## config.mk

```make
export PLATFORM = sky130hd
export DESIGN_NAME = rom_page_arbiter_flat
export DESIGN_NICKNAME = d
export VERILOG_FILES = /design/src/rtl/rom_page_arbiter_if.sv /design/src/rtl/rom_page_arbiter.sv /design/src/flat_wrapper.sv
export SDC_FILE = /design/constraint.sdc
export NUM_CORES = 1
export LEC_CHECK = 0
export CORE_MARGIN = 2
export CORE_UTILIZATION = 45
export CTS_CLUSTER_SIZE = 24
export DETAILED_ROUTE_END_ITERATION = 8
export MAX_ROUTING_LAYER = met4
export PLACE_DENSITY = 0.83
export REMOVE_ABC_BUFFERS = 1
export SYNTH_ARGS = -nofsm -noshare
export SYNTH_HDL_FRONTEND = slang
export SYNTH_SLANG_ARGS = --single-unit
export TNS_END_PERCENT = 5
```

## constraint.sdc

```tcl
create_clock -name clk -period 3.1 [get_ports clk]
set_clock_uncertainty 0.15 [all_clocks]
set_input_delay 0.775 -clock clk [delete_from_list [all_inputs] [get_ports clk]]
set_output_delay 0.775 -clock clk [all_outputs]
set_load 0.1 [all_outputs]
```

## src/rtl/rom_page_arbiter_if.sv

```systemverilog
// Bundles the requester-side and ROM-controller-side signals of the page arbiter.
// The arbiter takes the slave view; whatever drives the requesters and the ROM takes the master view.
interface rom_page_arbiter_if;
  logic       req0;
  logic       req1;
  logic [5:0] addr0;
  logic [5:0] addr1;
  logic       en0;
  logic       en1;
  logic       ack0;
  logic       ack1;
  logic [7:0] data0;
  logic [7:0] data1;
  logic       rom_req;
  logic [5:0] rom_addr;
  logic       rom_en;
  logic       rom_ack;
  logic [7:0] rom_data;
  logic [1:0] grant;
  logic       timeout_err;

  modport slave (
    input  req0, req1, addr0, addr1, en0, en1, rom_ack, rom_data,
    output ack0, ack1, data0, data1, rom_req, rom_addr, rom_en, grant, timeout_err
  );

  modport master (
    output req0, req1, addr0, addr1, en0, en1, rom_ack, rom_data,
    input  ack0, ack1, data0, data1, rom_req, rom_addr, rom_en, grant, timeout_err
  );
endinterface

```

## src/rtl/rom_page_arbiter.sv

```systemverilog
// Round-robin arbiter sharing one ROM controller between two requesters, one page
// transfer at a time, with an ack timeout and a registered owner that steers the byte stream.
module rom_page_arbiter #(
  parameter int PAGE_BYTES  = 64,
  parameter int ACK_TIMEOUT = 31
) (
  input logic               clk,
  input logic               rst_n,
  rom_page_arbiter_if.slave bus
);
  localparam int CW = $clog2(PAGE_BYTES) + 1;
  localparam int WW = $clog2(ACK_TIMEOUT) + 1;
  localparam logic [CW-1:0] PAGE_LAST = CW'(PAGE_BYTES - 1);
  localparam logic [CW-1:0] PAGE_FULL = CW'(PAGE_BYTES);
  localparam logic [WW-1:0] WAIT_LAST = WW'(ACK_TIMEOUT - 1);

  typedef enum logic [2:0] {IDLE, ISSUE, WAIT_ACK, STREAM, RELEASE} state_t;

  state_t        r_state;
  state_t        w_next;
  logic          r_armed;
  logic          r_ptr;
  logic          r_owner;
  logic          r_romReq;
  logic          r_timeoutErr;
  logic [1:0]    r_grant;
  logic [5:0]    r_romAddr;
  logic [CW-1:0] r_byteCnt;
  logic [WW-1:0] r_waitCnt;
  logic          w_winner;
  logic          w_ownEn;
  logic          w_romEn;
  logic          w_timeout;
  logic          w_stream;

  // On a tie the requester not named by the pointer wins; a lone request always wins.
  assign w_stream  = (r_state == STREAM);
  assign w_winner  = (bus.req0 & bus.req1) ? ~r_ptr : bus.req1;
  assign w_ownEn   = (r_grant[0] & bus.en0) | (r_grant[1] & bus.en1);
  assign w_romEn   = w_stream & w_ownEn & (r_byteCnt < PAGE_FULL);
  assign w_timeout = (r_state == WAIT_ACK) & ~bus.rom_ack & (r_waitCnt == WAIT_LAST);

  always_comb begin
    w_next = r_state;
    case (r_state)
      IDLE:     if (r_armed && (bus.req0 || bus.req1)) w_next = ISSUE;
      ISSUE:    w_next = WAIT_ACK;
      WAIT_ACK: begin
        if (bus.rom_ack)    w_next = STREAM;
        else if (w_timeout) w_next = IDLE;
      end
      STREAM:   if (w_romEn && (r_byteCnt == PAGE_LAST)) w_next = RELEASE;
      RELEASE:  w_next = IDLE;
      default:  w_next = IDLE;
    endcase
  end

  // r_armed holds off the first grant until one full clock has passed after reset release.
  always_ff @(posedge clk or negedge rst_n) begin
    if (!rst_n) begin
      r_state      <= IDLE;
      r_armed      <= 1'b0;
      r_ptr        <= 1'b1;
      r_owner      <= 1'b0;
      r_romReq     <= 1'b0;
      r_timeoutErr <= 1'b0;
      r_grant      <= 2'b00;
      r_romAddr    <= 6'd0;
      r_byteCnt    <= '0;
      r_waitCnt    <= '0;
    end else begin
      r_state      <= w_next;
      r_armed      <= 1'b1;
      r_romReq     <= (r_state == IDLE) && (w_next == ISSUE);
      r_timeoutErr <= w_timeout;
      case (r_state)
        IDLE: begin
          if (w_next == ISSUE) begin
            r_owner   <= w_winner;
            r_grant   <= w_winner ? 2'b10 : 2'b01;
            r_romAddr <= w_winner ? bus.addr1 : bus.addr0;
          end
        end
        ISSUE: begin
          r_byteCnt <= '0;
          r_waitCnt <= '0;
        end
        WAIT_ACK: begin
          if (w_timeout) begin
            r_grant   <= 2'b00;
            r_romAddr <= 6'd0;
            r_ptr     <= r_owner;
          end else if (!bus.rom_ack) begin
            r_waitCnt <= r_waitCnt + 1'b1;
          end
        end
        STREAM: begin
          if (w_romEn) r_byteCnt <= r_byteCnt + 1'b1;
          if (w_next == RELEASE) r_grant <= 2'b00;
        end
        RELEASE: begin
          r_ptr     <= r_owner;
          r_romAddr <= 6'd0;
        end
        default: ;
      endcase
    end
  end

  // Byte path is steered by the registered owner so requester inputs never reach the other side.
  assign bus.rom_req     = r_romReq;
  assign bus.rom_addr    = r_romAddr;
  assign bus.rom_en      = w_romEn;
  assign bus.grant       = r_grant;
  assign bus.timeout_err = r_timeoutErr;
  assign bus.ack0        = w_stream & r_grant[0] & bus.rom_ack;
  assign bus.ack1        = w_stream & r_grant[1] & bus.rom_ack;
  assign bus.data0       = (w_stream & r_grant[0]) ? bus.rom_data : 8'd0;
  assign bus.data1       = (w_stream & r_grant[1]) ? bus.rom_data : 8'd0;
endmodule

```

## src/flat_wrapper.sv

```systemverilog
// flat-port wrapper written by rule: the top's interface ports become plain ports
module rom_page_arbiter_flat 
#(
  parameter int PAGE_BYTES  = 64,
  parameter int ACK_TIMEOUT = 31
)
  (clk, rst_n, bus_req0, bus_req1, bus_addr0, bus_addr1, bus_en0, bus_en1, bus_rom_ack, bus_rom_data, bus_ack0, bus_ack1, bus_data0, bus_data1, bus_rom_req, bus_rom_addr, bus_rom_en, bus_grant, bus_timeout_err);
  rom_page_arbiter_if bus_i ();
  input logic clk;
  input logic rst_n;
  input wire logic [$bits(bus_i.req0)-1:0] bus_req0;
  input wire logic [$bits(bus_i.req1)-1:0] bus_req1;
  input wire logic [$bits(bus_i.addr0)-1:0] bus_addr0;
  input wire logic [$bits(bus_i.addr1)-1:0] bus_addr1;
  input wire logic [$bits(bus_i.en0)-1:0] bus_en0;
  input wire logic [$bits(bus_i.en1)-1:0] bus_en1;
  input wire logic [$bits(bus_i.rom_ack)-1:0] bus_rom_ack;
  input wire logic [$bits(bus_i.rom_data)-1:0] bus_rom_data;
  output wire logic [$bits(bus_i.ack0)-1:0] bus_ack0;
  output wire logic [$bits(bus_i.ack1)-1:0] bus_ack1;
  output wire logic [$bits(bus_i.data0)-1:0] bus_data0;
  output wire logic [$bits(bus_i.data1)-1:0] bus_data1;
  output wire logic [$bits(bus_i.rom_req)-1:0] bus_rom_req;
  output wire logic [$bits(bus_i.rom_addr)-1:0] bus_rom_addr;
  output wire logic [$bits(bus_i.rom_en)-1:0] bus_rom_en;
  output wire logic [$bits(bus_i.grant)-1:0] bus_grant;
  output wire logic [$bits(bus_i.timeout_err)-1:0] bus_timeout_err;
  assign bus_i.req0 = bus_req0;
  assign bus_i.req1 = bus_req1;
  assign bus_i.addr0 = bus_addr0;
  assign bus_i.addr1 = bus_addr1;
  assign bus_i.en0 = bus_en0;
  assign bus_i.en1 = bus_en1;
  assign bus_i.rom_ack = bus_rom_ack;
  assign bus_i.rom_data = bus_rom_data;
  assign bus_ack0 = bus_i.ack0;
  assign bus_ack1 = bus_i.ack1;
  assign bus_data0 = bus_i.data0;
  assign bus_data1 = bus_i.data1;
  assign bus_rom_req = bus_i.rom_req;
  assign bus_rom_addr = bus_i.rom_addr;
  assign bus_rom_en = bus_i.rom_en;
  assign bus_grant = bus_i.grant;
  assign bus_timeout_err = bus_i.timeout_err;
  rom_page_arbiter #(.PAGE_BYTES(PAGE_BYTES), .ACK_TIMEOUT(ACK_TIMEOUT)) u_core (.clk(clk), .rst_n(rst_n), .bus(bus_i));
endmodule
```

==> flow_summary.yaml <==
status:
  status: "complete, no violations"
floorplanning:
  rows: 22
  die_w_um: 64.8
  fp.dieArea_mm2: 0.00420
  core-area_mm2: 0.00361
  die_h_um: 64.8
  start_util_pct: 46.1
  ioPinCount: 56
drt:
  drt_wl_total_um: 3880
  vias: 1448
  drtIter0Drc: 66
  drc_errors: 0
  wl_per_cell_um: 13.9
  ant_nets: 0
  dr.pass1.iters: 4
  routed_via_density: 5.19
worst_setup_path:
  crit_path_start_kind: "input port"
  cp-end-kind: "output pin"
  cp.arrival_ps: 1830
  cp_data_required_time_ps: 2170
  crit_fanout: 4
  setup.worst_path.class: "in2out"
clock_network:
  cts_root_buf: "clkbuf_8"
  post_cts_resized: 0
  ctsHtreeMaxLevel: 2
  cts.sinks: 29
  cts_hold_buffers: 0
  clk_latency_ps: 280
  cts_tree: "yes"
  cts-buffers-inserted: 5
  post_cts_buffers: 0
  path_clk_slew_ps: 60
  clockBufferDepth: 2
pwr:
  ir_drop_mv: 0.496
  power.share.combinational_pct: 64.6
  power.internal_mw: 1.17
  p_sw_mw: 1.37
  power.density_mw_per_mm2: 1000
  power_switching_share_pct: 53.9
  pwr-share-clk_pct: 11.7
  pwr-share-seq_pct: 23.7
  finalPower_mw: 2.53
  p_leak_nw: 1.19
grt:
  grt.met1_usage_pct: 23.7
  antenna_found_initial: 0
  grt_max_degree: 30
  grt_pass1_wl_um: 6220
  grt.busiest_layer: "met2"
  grtUsageMet2_pct: 31.3
  overflow: 0
  track_usage_pct: 19.6
  grt_pass1_vias: 1384
  use_met3_pct: 5.21
timing:
  fin_crit_ps: 2750
  worstMarginPinSlew_ps: 546
  slew_headroom_pct: 63.6
  slew_violations: 0
  setup_ws_ps: 349
  fin_crit_sh_pct: 88.7
  rsz0062_at_grt: "false"
  max_freq_mhz: 364
  finalSetupTns_ps: 0
  finalSetupViolations: 0
  hold_viol_final: 0
synth:
  ys_warn_count: 0
  async_flop_share_pct: 100
  ys.flop_type: "dfrtp_1"
  post_synth.cell_area_avg_um2: 9.73
  synthCells: 171
  syn-cell-area_mm2: 0.00166
  ys_seq_area_share_pct: 43.7
  yosys-top-cells-area: "dfrtp_1 (42%), and2_1 (7.9%), mux2_2 (6.8%)"
  ys_types: 39
  ys_seq_elements: 29
  synth_top_area_share_pct: 42.1
  yosysTopAreaCell: "dfrtp_1"
  synth_edf_count: 0
layout:
  finish.utilization_pct: 70.2
  areaGrowthSynthToFinish_pct: 52.0
  layout_common_cells: "dfrtp_1 (28), clkdlybuf4s50_1 (26), and2_1 (21), buf_12 (19), nor2_1 (18)"
  drive_gt1_share_pct: 24.2
  final_design_area_no_fill_mm2: 0.00253
  n_antenna_cell: 0
  mostFrequentLayoutCell: "dfrtp_1"
  nets: 260
  fillerInstances: 264
placed_design:
  place_ws_ps: 180
  place_congestion: 0.787
  dpl.hpwl_um: 2910
  portBuffers: 55
  post_dp_cell_area_mm2: 0.00245
flow_run:
  drv_cap: 0
worst_hold_path:
  hold_class: "reg2reg"
layout make-up:
cell class              count  area [um^2]  share of cell area [%]
clock buffers               6         72.6                    2.87
multi-input cells         129          888                    35.1
flip-flops and latches     29          727                    28.7
inverters                   5         18.8                   0.742
well taps                  48         60.1                    2.37
clock inverters             2         10.0                   0.396
repair buffers             60          753                    29.8
Yosys cell counts (all sizes together), types with 4 or more instances:
master and number:
dfrtp 28, and2 21, nor2 18, mux2 10
mux2i 10, nand2 10, clkbuf 7, nand2b 7
a21oi 6, inv 5, nand3 4, nand4 4
o21ai 4, xor2 4
per-layer routing:
layer	wire, um	share of wire (%)
met1	1720	44
met2	1850	48
met3	251	6.5
met4	57	1.5
met5	0	0
cells by family (layout without fill, tap and decap cells):
kind of cell	Yosys count	in the layout	share of synthesized area (%)
XOR/XNOR	4	4	2.11
AND/OR/NAND/NOR	79	79	26.9
other	1	1	0.225
buffers and inverters	13	73	2.93
multiplexers	20	20	12.8
flip-flops	29	29	43.7
adder cells (fa/ha/maj)	3	3	2.26
AO/OA/AOI/OAI	22	22	9.10
state kept, by name (all words and copies together), names as in the netlist, 2 cells and up:
name and cells:
u_core.bus.grant 2, u_core.bus.rom_addr 6, u_core.r_byteCnt 7, u_core.r_state 3, u_core.r_waitCnt 6
critical path: stages:
cell,delay [ps]
clkdlybuf4s50_1,450
a22o_1,160
nand2_1,110
inv_1,130
buf_12,180
per-stage QoR:
| stage | hold slack (ps) | instances |
|---|---|---|
| 3_3_place_gp | 331 | 271 |
| 4_1_cts | 353 | 279 |
| 5_1_grt | 362 | 279 |
| 6_report | 349 | 279 |
| 3_5_place_dp | 333 | 271 |
| 2_1_floorplan | 314 | 163 |
worst paths after layout:
check | cells after the start | to | slack (ps) | startpoint
setup / recovery | 5 | bus_rom_en | 350 | bus_en0
max in group asynchronous | 2 | u_core.r_ptr$_DFFE_PN1P_ | 1770 | rst_n
setup reg to reg | 6 | u_core.bus.rom_addr[0]$_DFFE_PN0P_ | 760 | u_core.r_waitCnt[0]$_DFFE_PN0P_
min in group asynchronous | 2 | u_core.bus.rom_req$_DFF_PN0_ | 720 | rst_n
hold reg to reg | 1 | u_core.r_byteCnt[6]$_DFFE_PN0P_ | 350 | u_core.r_byteCnt[6]$_DFFE_PN0P_
hold / removal | 1 | u_core.r_byteCnt[6]$_DFFE_PN0P_ | 350 | u_core.r_byteCnt[6]$_DFFE_PN0P_
power groups by stage:
stage	clock, mW	combinational [mW]	sequential [mW]
after floorplan	0	0.775	0.959
after global placement	0	1.62	0.599
after detailed placement	0	1.64	0.604
after CTS	0.304	1.65	0.597
after global routing	0.324	1.71	0.619
final	0.297	1.64	0.600
Note: power is estimated with default switching activity, not from simulation.
